===== config.mk =====
export PLATFORM = sky130hd
export DESIGN_NAME = vga_frame_monitor_flat
export DESIGN_NICKNAME = d
export VERILOG_FILES = /design/src/rtl/vga_frame_monitor_if.sv /design/src/rtl/vga_frame_monitor.sv /design/src/flat_wrapper.sv
export SDC_FILE = /design/constraint.sdc
export NUM_CORES = 1
export LEC_CHECK = 0
export ABC_AREA = 0
export BUFFER_PORTS_ARGS = -buffer_cell sky130_fd_sc_hd__clkbuf_2
export CAP_MARGIN = 20
export CELL_PAD_IN_SITES_DETAIL_PLACEMENT = 2
export CELL_PAD_IN_SITES_GLOBAL_PLACEMENT = 2
export CORE_MARGIN = 1.5
export CORE_UTILIZATION = 34
export DETAILED_ROUTE_END_ITERATION = 6
export GPL_TIMING_DRIVEN = 0
export PLACE_DENSITY_LB_ADDON = 0.1
export SYNTH_ARGS = -nofsm -noshare
export SYNTH_HDL_FRONTEND = slang
export SYNTH_SLANG_ARGS = --single-unit

===== constraint.sdc =====
create_clock -name clk -period 5.3 [get_ports clk]
set_input_delay 0.795 -clock clk [delete_from_list [all_inputs] [get_ports clk]]
set_output_delay 0.795 -clock clk [all_outputs]
set_load 0.02 [all_outputs]

===== src/rtl/vga_frame_monitor_if.sv =====
// vga_frame_monitor_if: VGA output bus as seen at the off-chip pins, plus the
// pixel-clock enable that qualifies every sample. The output stage drives it
// (master); the frame monitor only observes it (slave).
interface vga_frame_monitor_if;
  logic       pix_en;
  logic [7:0] VGA_R;
  logic [7:0] VGA_G;
  logic [7:0] VGA_B;
  logic       VGA_HS;
  logic       VGA_VS;
  logic       VGA_BLANK_N;

  modport master (
    output pix_en, VGA_R, VGA_G, VGA_B, VGA_HS, VGA_VS, VGA_BLANK_N
  );

  modport slave (
    input  pix_en, VGA_R, VGA_G, VGA_B, VGA_HS, VGA_VS, VGA_BLANK_N
  );
endinterface


===== src/rtl/vga_frame_monitor.sv =====
// vga_frame_monitor: passive sink for the VGA output. Recovers line and frame
// structure from the sync edges, measures active width, active height and
// line length against the expected timing, and raises a sticky timing error.
// Define VGA_MON_SIGNATURE_EN to build the per-frame pixel signature
// accumulator; without it, signature is tied to zero.
module vga_frame_monitor #(
  parameter int H_ACTIVE = 640,
  parameter int H_TOTAL  = 800,
  parameter int V_ACTIVE = 480
) (
  input  logic               clk,
  input  logic               rst,
  vga_frame_monitor_if.slave vga,
  input  logic               err_clr,
  output logic               frame_done,
  output logic [15:0]        frame_count,
  output logic [11:0]        h_active_meas,
  output logic [11:0]        v_active_meas,
  output logic [23:0]        signature,
  output logic               timing_err
);

  typedef enum logic {WAIT_VS, IN_FRAME} state_t;

  localparam logic [11:0] CNT_MAX    = 12'hFFF;
  localparam logic [11:0] H_ACTIVE_C = 12'(H_ACTIVE);
  localparam logic [11:0] H_TOTAL_C  = 12'(H_TOTAL);
  localparam logic [11:0] V_ACTIVE_C = 12'(V_ACTIVE);

  // Counters stick at all-ones instead of wrapping.
  function automatic logic [11:0] sat_inc(input logic [11:0] v);
    return (v == CNT_MAX) ? v : v + 12'd1;
  endfunction

  state_t      state;
  logic        hs_q, vs_q;
  logic        first_line;     // no full line seen yet since the frame start
  logic [11:0] pix_cnt;        // active pixels in the current line
  logic [11:0] line_cnt;       // completed lines that held active pixels
  logic [11:0] line_len;       // samples since the last HS edge
  logic [11:0] last_h;         // pixel count of the last completed active line

  logic        hs_edge, vs_edge, active, open_line, err_set;
  logic [11:0] v_fold, h_fold;
  logic [23:0] pixel;

  assign hs_edge   = vga.pix_en & hs_q & ~vga.VGA_HS;
  assign vs_edge   = vga.pix_en & vs_q & ~vga.VGA_VS;
  assign active    = vga.pix_en & vga.VGA_BLANK_N;
  assign pixel     = {vga.VGA_R, vga.VGA_G, vga.VGA_B};
  assign open_line = (pix_cnt != 12'd0);
  // A line still open at the frame end is folded into the results.
  assign v_fold    = open_line ? sat_inc(line_cnt) : line_cnt;
  assign h_fold    = open_line ? pix_cnt : last_h;

  // Error detection for the sample being taken this cycle.
  // NOTE: every variable assigned in always_comb gets a default first, so no
  // path can leave it holding its old value and infer a latch.
  always_comb begin
    err_set = 1'b0;
    if (vs_edge && active)
      err_set = 1'b1;
    if (state == IN_FRAME && vga.pix_en) begin
      if (vs_edge) begin
        if (open_line && (pix_cnt != H_ACTIVE_C || line_cnt == CNT_MAX))
          err_set = 1'b1;
        if (v_fold != V_ACTIVE_C)
          err_set = 1'b1;
      end else if (hs_edge) begin
        if (open_line && (pix_cnt != H_ACTIVE_C || line_cnt == CNT_MAX))
          err_set = 1'b1;
        if (!first_line && line_len != H_TOTAL_C)
          err_set = 1'b1;
      end else begin
        if (line_len == CNT_MAX)
          err_set = 1'b1;
        if (active && pix_cnt == CNT_MAX)
          err_set = 1'b1;
      end
    end
  end

  // Frame/line state machine, measurement counters and registered results.
  // NOTE: sequential state uses non-blocking assignments only, so every
  // register samples the pre-edge values of the others.
  always_ff @(posedge clk) begin
    if (rst) begin
      state         <= WAIT_VS;
      hs_q          <= 1'b0;
      vs_q          <= 1'b0;
      first_line    <= 1'b0;
      pix_cnt       <= 12'd0;
      line_cnt      <= 12'd0;
      line_len      <= 12'd0;
      last_h        <= 12'd0;
      frame_done    <= 1'b0;
      frame_count   <= 16'd0;
      h_active_meas <= 12'd0;
      v_active_meas <= 12'd0;
      timing_err    <= 1'b0;
    end else begin
      frame_done <= 1'b0;

      if (err_set)
        timing_err <= 1'b1;
      else if (err_clr)
        timing_err <= 1'b0;

      if (vga.pix_en) begin
        hs_q <= vga.VGA_HS;
        vs_q <= vga.VGA_VS;
      end

      if (vs_edge) begin
        if (state == IN_FRAME) begin
          frame_done    <= 1'b1;
          frame_count   <= frame_count + 16'd1;
          h_active_meas <= h_fold;
          v_active_meas <= v_fold;
        end
        state      <= IN_FRAME;
        // A pixel on the VS edge sample is the first pixel of the new frame.
        pix_cnt    <= active ? 12'd1 : 12'd0;
        line_cnt   <= 12'd0;
        last_h     <= 12'd0;
        line_len   <= 12'd1;
        first_line <= 1'b1;
      end else if (state == IN_FRAME && vga.pix_en) begin
        if (hs_edge) begin
          if (open_line) begin
            line_cnt <= sat_inc(line_cnt);
            last_h   <= pix_cnt;
          end
          pix_cnt    <= active ? 12'd1 : 12'd0;
          line_len   <= 12'd1;
          first_line <= 1'b0;
        end else begin
          line_len <= sat_inc(line_len);
          if (active)
            pix_cnt <= sat_inc(pix_cnt);
        end
      end
    end
  end

`ifdef VGA_MON_SIGNATURE_EN
  logic [23:0] sig;

  // Rotate-and-xor signature over the active pixels of each frame.
  always_ff @(posedge clk) begin
    if (rst) begin
      sig       <= 24'h0;
      signature <= 24'h0;
    end else if (vs_edge) begin
      if (state == IN_FRAME)
        signature <= sig;
      sig <= active ? pixel : 24'h0;
    end else if (state == IN_FRAME && active) begin
      sig <= {sig[22:0], sig[23]} ^ pixel;
    end
  end
`else
  logic unused_pixel;

  assign unused_pixel = ^pixel;
  assign signature    = 24'h0;
`endif

endmodule

===== src/flat_wrapper.sv =====
// flat-port wrapper written by rule: the top's interface ports become plain ports
module vga_frame_monitor_flat 
#(
  parameter int H_ACTIVE = 640,
  parameter int H_TOTAL  = 800,
  parameter int V_ACTIVE = 480
)
  (clk, rst, err_clr, frame_done, frame_count, h_active_meas, v_active_meas, signature, timing_err, vga_pix_en, vga_VGA_R, vga_VGA_G, vga_VGA_B, vga_VGA_HS, vga_VGA_VS, vga_VGA_BLANK_N);
  vga_frame_monitor_if vga_i ();
  input  logic clk;
  input  logic rst;
  input  logic err_clr;
  output logic frame_done;
  output logic [15:0] frame_count;
  output logic [11:0] h_active_meas;
  output logic [11:0] v_active_meas;
  output logic [23:0] signature;
  output logic timing_err;
  input wire logic [$bits(vga_i.pix_en)-1:0] vga_pix_en;
  input wire logic [$bits(vga_i.VGA_R)-1:0] vga_VGA_R;
  input wire logic [$bits(vga_i.VGA_G)-1:0] vga_VGA_G;
  input wire logic [$bits(vga_i.VGA_B)-1:0] vga_VGA_B;
  input wire logic [$bits(vga_i.VGA_HS)-1:0] vga_VGA_HS;
  input wire logic [$bits(vga_i.VGA_VS)-1:0] vga_VGA_VS;
  input wire logic [$bits(vga_i.VGA_BLANK_N)-1:0] vga_VGA_BLANK_N;
  assign vga_i.pix_en = vga_pix_en;
  assign vga_i.VGA_R = vga_VGA_R;
  assign vga_i.VGA_G = vga_VGA_G;
  assign vga_i.VGA_B = vga_VGA_B;
  assign vga_i.VGA_HS = vga_VGA_HS;
  assign vga_i.VGA_VS = vga_VGA_VS;
  assign vga_i.VGA_BLANK_N = vga_VGA_BLANK_N;
  vga_frame_monitor #(.H_ACTIVE(H_ACTIVE), .H_TOTAL(H_TOTAL), .V_ACTIVE(V_ACTIVE)) u_core (.clk(clk), .rst(rst), .vga(vga_i), .err_clr(err_clr), .frame_done(frame_done), .frame_count(frame_count), .h_active_meas(h_active_meas), .v_active_meas(v_active_meas), .signature(signature), .timing_err(timing_err));
endmodule

* Word level (Yosys, flattened, before mapping) *
Index checks and enable logic that the tools add are counted.
Widths: inputs -> output; s select.

word-level totals
  register bits = 94
  latch bits = 0
  ROM bits = 0
  memories = 0
  output and inout port bits = 66
  word-level logic and storage cells = 83
  RAM bits = 0
  bits of input ports = 31

cells by class
  add/sub/neg operators = 4
  $mul = 0
  shifts and indexed selects = 0
  reductions and logical operators = 20
  bitwise gates (word level) = 8
  magnitude comparators = 0
  mux-type cells = 28
  equal/unequal tests = 9
  div/mod/pow operators = 0

operator list
  kind                   number
  $mux 12                10
  $add 12x1->12 const B  3
  $eq 12x12->1 const B   3
  $ne 12x10->1 const B   2
  $mux 1                 18
  $add 16x1->16 const B  1
  $ne 12x9->1 const B    1
  $reduce_bool 12->1     1
  $reduce_and 2->1       5
  $ne 3x1->1 const B     2
  $reduce_bool 2->1      3
  $and 1x1->1            5
  $logic_and 1x1->1      5
  $reduce_or 2->1        2
  $not 1->1              3
  $reduce_and 3->1       1
  $reduce_bool 3->1      1
  $ne 2x1->1 const B     1
  $logic_not 1->1        1
  $logic_or 1x1->1       1

* Depth between registers and ports, before layout *
  depth after elaboration = 10
  depth in mapped cells = 9
  gate-level depth less buffers = 8

* Worst setup path before layout *
No wires, ideal clock.

  kind = reg2reg
  from = reg u_core.line_cnt[0]
  to = reg u_core.timing_err
  stages on the path, launching flop included = 8
  arrival time = 2.267 ns
  period minus slack after synthesis = 2.387 ns
  slack = 2.913 ns
  required time = 5.180 ns
  setup time = 0.120 ns
  buffers on the path = 0
  cells stage by stage = dfxtp_1 -> ha_1 -> nand3_2 -> nor4_4 -> nor2_1 -> mux2i_1 -> or4b_1 -> o31a_1

on the way
  word-level cells in the longest chain between the ends = 9
  elaborated cells between the ends (all ways) = 15
  those cells by class = 1 x add/sub; 2 x eq/ne; 9 x mux; 3 x reduce/logical

ends and longest elaborated chain
  what                                                                   RTL line                  text
  start, declared                                                        vga_frame_monitor.sv:39   logic [11:0] line_cnt;
  start signal, assigned                                                 vga_frame_monitor.sv:131  line_cnt <= sat_inc(line_cnt);
  parallel branches: the longest is 6 deep, another holds $add 12x1->12  --
  $mux 1 (*)                                                             vga_frame_monitor.sv:64   if (vs_edge) begin
  $mux 1 (*)                                                             vga_frame_monitor.sv:63   if (state == IN_FRAME && vga.pix_en) begin
  $mux 1 / $reduce_bool 2->1 (equally long branches)                     --
  end signal, assigned                                                   vga_frame_monitor.sv:100  timing_err <= 1'b0;
  end signal, assigned                                                   vga_frame_monitor.sv:105  timing_err <= 1'b1;
  end signal, assigned                                                   vga_frame_monitor.sv:107  timing_err <= 1'b0;
  end, declared                                                          vga_frame_monitor.sv:20   output logic timing_err

Mark *: on every way between the ends.
A chain may end at the register's enable or synchronous reset.

* Final worst setup path *
Ends and elaborated chain as after synthesis.

==> reports/qor.csv <==
stage,metric,value,unit
run_status,status,"complete, no violations",
power_and_ir_drop,swShare,23.0,%
setup_path,max_stage_delay,0.58,ns
timing,drv_slew,0,
setup_path,worstPathCellList,ha_1 > nand3_2 > nor4_4 > nor2_1 > mux2i_1 > or4b_1 > o31a_1,
setup_path,crit_family,simple AND/OR/NAND/NOR gates,
die,die_y,119,microns
timing,fin_worst_skew,0.00764,ns
layout,design_area,0.00550,sq mm
timing,worstMarginPinSlew,0.942,ns
timing,min_period,2.85,ns
synthesis,syn_area_per_cell,8.26,sq um
clocking,post_cts_buffers,0,
timing,fmax,0.351,GHz
clocking,cts.sinks,94,
setup_path,crit_start,u_core.line_cnt[0],
setup_path,critPathBufInv,0,
power_and_ir_drop,seq_power_share,45.8,%
setup_path,rr_startpoint,u_core.line_cnt[0],
die,fp-row-count,42,
clocking,ctsHoldBuffers,0,
power_and_ir_drop,p_switching,356,uW
power_and_ir_drop,p_int,1190,uW
power_and_ir_drop,powerDensity,282,mW/mm^2
clocking,htreeDepth,3,
timing,rsz0062_at_grt,no,
synthesis,yosysWarnings,0,
power_and_ir_drop,power,1550,uW
clocking,path_clk_slew,0.07,ns
clocking,cts_tree,built,
placement,place_area,0.00516,sq mm
die,fp.dieW,119,microns
synthesis,yosysUniqueCellTypes,53,
setup_path,r2r_cells,7,
setup_path,reg2reg_to,u_core.timing_err,
synthesis,ys_seq_elements,94,
hold_path,hold_path_class,flop to flop,
drt,viasPerCell,5.25,
drt,wl_per_cell,18.1,microns
layout,multi_input_area,0.00245,sq mm
power_and_ir_drop,p_comb_share,4.6,%
synthesis,async_flop_share,0,%
synthesis,synth_cells,558,
job,max_cap_viol_count,0,
timing,hold_slack,0.487,ns
layout,drive_gt1_share,16.7,%
setup_path,slowest_stage,nor4_4,
synthesis,syn-cell-area,0.00461,sq mm
setup_path,required,5.54,ns
global_route,grt_max_degree,17,
die,initial_core_util,34.8,%
placement,dp.final_hpwl,10600,microns
die,die-area,0.0143,sq mm
layout,regArea,0.00188,sq mm
clocking,numCtsBuffers,9,
setup_path,crit_type,flop to flop,
global_route,grt_pass1_wl,23900,microns
placement,port_buffers,47,
setup_path,crit_path_end_kind,flop,
drt,firstDrtPassIters,4,
setup_path,critPathMaxFanout,8,
power_and_ir_drop,pwr-share-clk,49.6,%
drt,routed_wl,14900,microns
clocking,clk_latency,0.35,ns
global_route,antenna_found_initial,0,
layout,nFillCells,1549,
global_route,grt_util_all_layers,21.5,%
layout,syn_to_final_growth,19.3,%
global_route,globalRouteOverflowTotal,0,
timing,tns,0,ns
power_and_ir_drop,leakagePower,0.00204,uW
placement,gp_congestion,0.805,
clocking,post_cts_resized,0,
drt,drc,0,
layout,final_util,41.6,%
setup_path,cp.arrival,3.09,ns
drt,drtIter0Drc,117,
power_and_ir_drop,vdd_ir_drop_max,124,uV
die,ios,97,
clocking,clockBufferDepth,2,
layout,fin_nets,677,
synthesis,synth-edff-count,0,
setup_path,rrSetupSlack,2.45,ns
timing,final-setup-viol-count,0,
layout,diodes,0,
setup_path,startpoint_type,flop,
drt,ant_nets,0,
drt,via_count,4313,
timing,hold_viol,0,
setup_path,crit_end,u_core.timing_err,
timing,relSlewSlack,36.7,%
clocking,cts-root-buf,clkbuf_16,
setup_path,critical_path_depth,7,
timing,timing.final.crit_share,53.7,%
synthesis,synth-main-ff-cell,dfxtp_1,
global_route,grt_pass1_vias,4508,
synthesis,ys_seq_area_share,40.8,%
die,core,0.0132,sq mm
## cell families (layout without fill, tap and decap cells)
kind of cell,Yosys count,after routing,share of synthesized area [%]
AND/OR/NAND/NOR,245,245,26.5
flip-flops,94,94,40.8
AO/OA/AOI/OAI,92,92,13.1
buffers and inverters,68,132,7.90
XOR/XNOR,46,46,8.74
adder cells (fa/ha/maj),6,6,1.63
multiplexers,6,6,1.30
other,1,24,0.0813
## cells in the mapped netlist, drive strengths merged, types with 4 or more instances
cell type / count / area [sq um]
dfxtp: 94 / 1880
nor2: 94 / 353
nand2: 48 / 180
buf: 39 / 254
xnor2: 27 / 236
a211oi: 22 / 165
a21oi: 22 / 110
nor3: 21 / 105
clkbuf: 20 / 76.3
nand4: 19 / 119
xor2: 19 / 166
nand3: 15 / 80.1
o21ai: 15 / 78.8
a22oi: 10 / 75.1
inv: 9 / 33.8
or3: 9 / 56.3
a31oi: 7 / 43.8
ha: 6 / 75.1
mux2i: 6 / 60.1
and3: 5 / 32.5
and4: 5 / 43.8
nand2b: 5 / 31.3
nor4: 4 / 40.0
## state kept, by name (all words and copies together), names as in the netlist, 12 cells and up
register              count
u_core.h_active_meas     12
u_core.v_active_meas     12
u_core.last_h            12
u_core.pix_cnt           12
u_core.line_cnt          12
u_core.frame_count       16
u_core.line_len          12
## power groups by stage
stage | registers (uW) | logic (uW) | clock network, uW
detailed placement | 727 | 70.6 | 0
CTS | 710 | 71.4 | 782
floorplan | 727 | 52.8 | 0
finish | 711 | 71.6 | 768
global placement | 727 | 69.7 | 0
global route | 711 | 78.3 | 808
## placed cells by master, fill, tap and decap left out, drive strengths merged, types with 3 or more instances in the layout
cell type / instances
a22oi: 10
nand2b: 5
nand4: 19
nor2: 94
nor4: 4
dfxtp: 94
nor3: 21
a2111oi: 3
nand3: 15
and3: 5
a311oi: 3
bufinv: 3
a31oi: 7
and2: 3
nor4b: 3
xnor2: 27
xor2: 19
and4: 5
ha: 6
or4: 3
nand3b: 3
mux2i: 6
conb: 24
a211oi: 22
a21oi: 22
or3: 9
nand2: 48
inv: 11
o21ai: 15
clkbuf: 76
buf: 40
## routing by layer
metal	vias up	global-route usage (%)	wire length [microns]	part of all wire (%)
li1	2063	-	-	-
met1	2153	26.3	6520	44
met2	80	38.5	7570	51
met3	17	2.92	548	3.7
met4	0	7.22	263	1.8
met5	-	0	0	0
## worst min-delay path, cell delays in order, from the launching register on
cell and delay (ns):
dfxtp_1 0.32, nand2_1 0.06, a21oi_1 0.06
## final cells by class
cell class              count  area share, %
clock inverters             7           2.18
well taps                 176           4.00
inverters                   9          0.614
flip-flops and latches     94           34.2
multi-input cells         419           44.5
clock buffers               9           4.09
plain buffers              59           6.00
repair buffers             48           4.37
## stage by stage
stage,worst slack [ns],cells
after CTS,2.43,821
after global routing,2.31,821
after detailed placement,2.21,805
after floorplan,2.91,581
final,2.45,821
after global placement,2.30,804
## worst min-delay path by stage
stage	startpoint	end	cells after the start	slack [ns]
4_1_cts	u_core.last_h[0]	u_core.h_active_meas[0]	2	0.49
2_1_floorplan	u_core.last_h[1]	u_core.last_h[1]	2	0.45
5_1_grt	u_core.v_active_meas[11]	u_core.v_active_meas[11]	2	0.51
6_report	u_core.v_active_meas[11]	u_core.v_active_meas[11]	2	0.49
3_3_place_gp	u_core.v_active_meas[11]	u_core.v_active_meas[11]	2	0.45
3_5_place_dp	u_core.v_active_meas[11]	u_core.v_active_meas[11]	2	0.47
(Power assumes the default switching activity.)
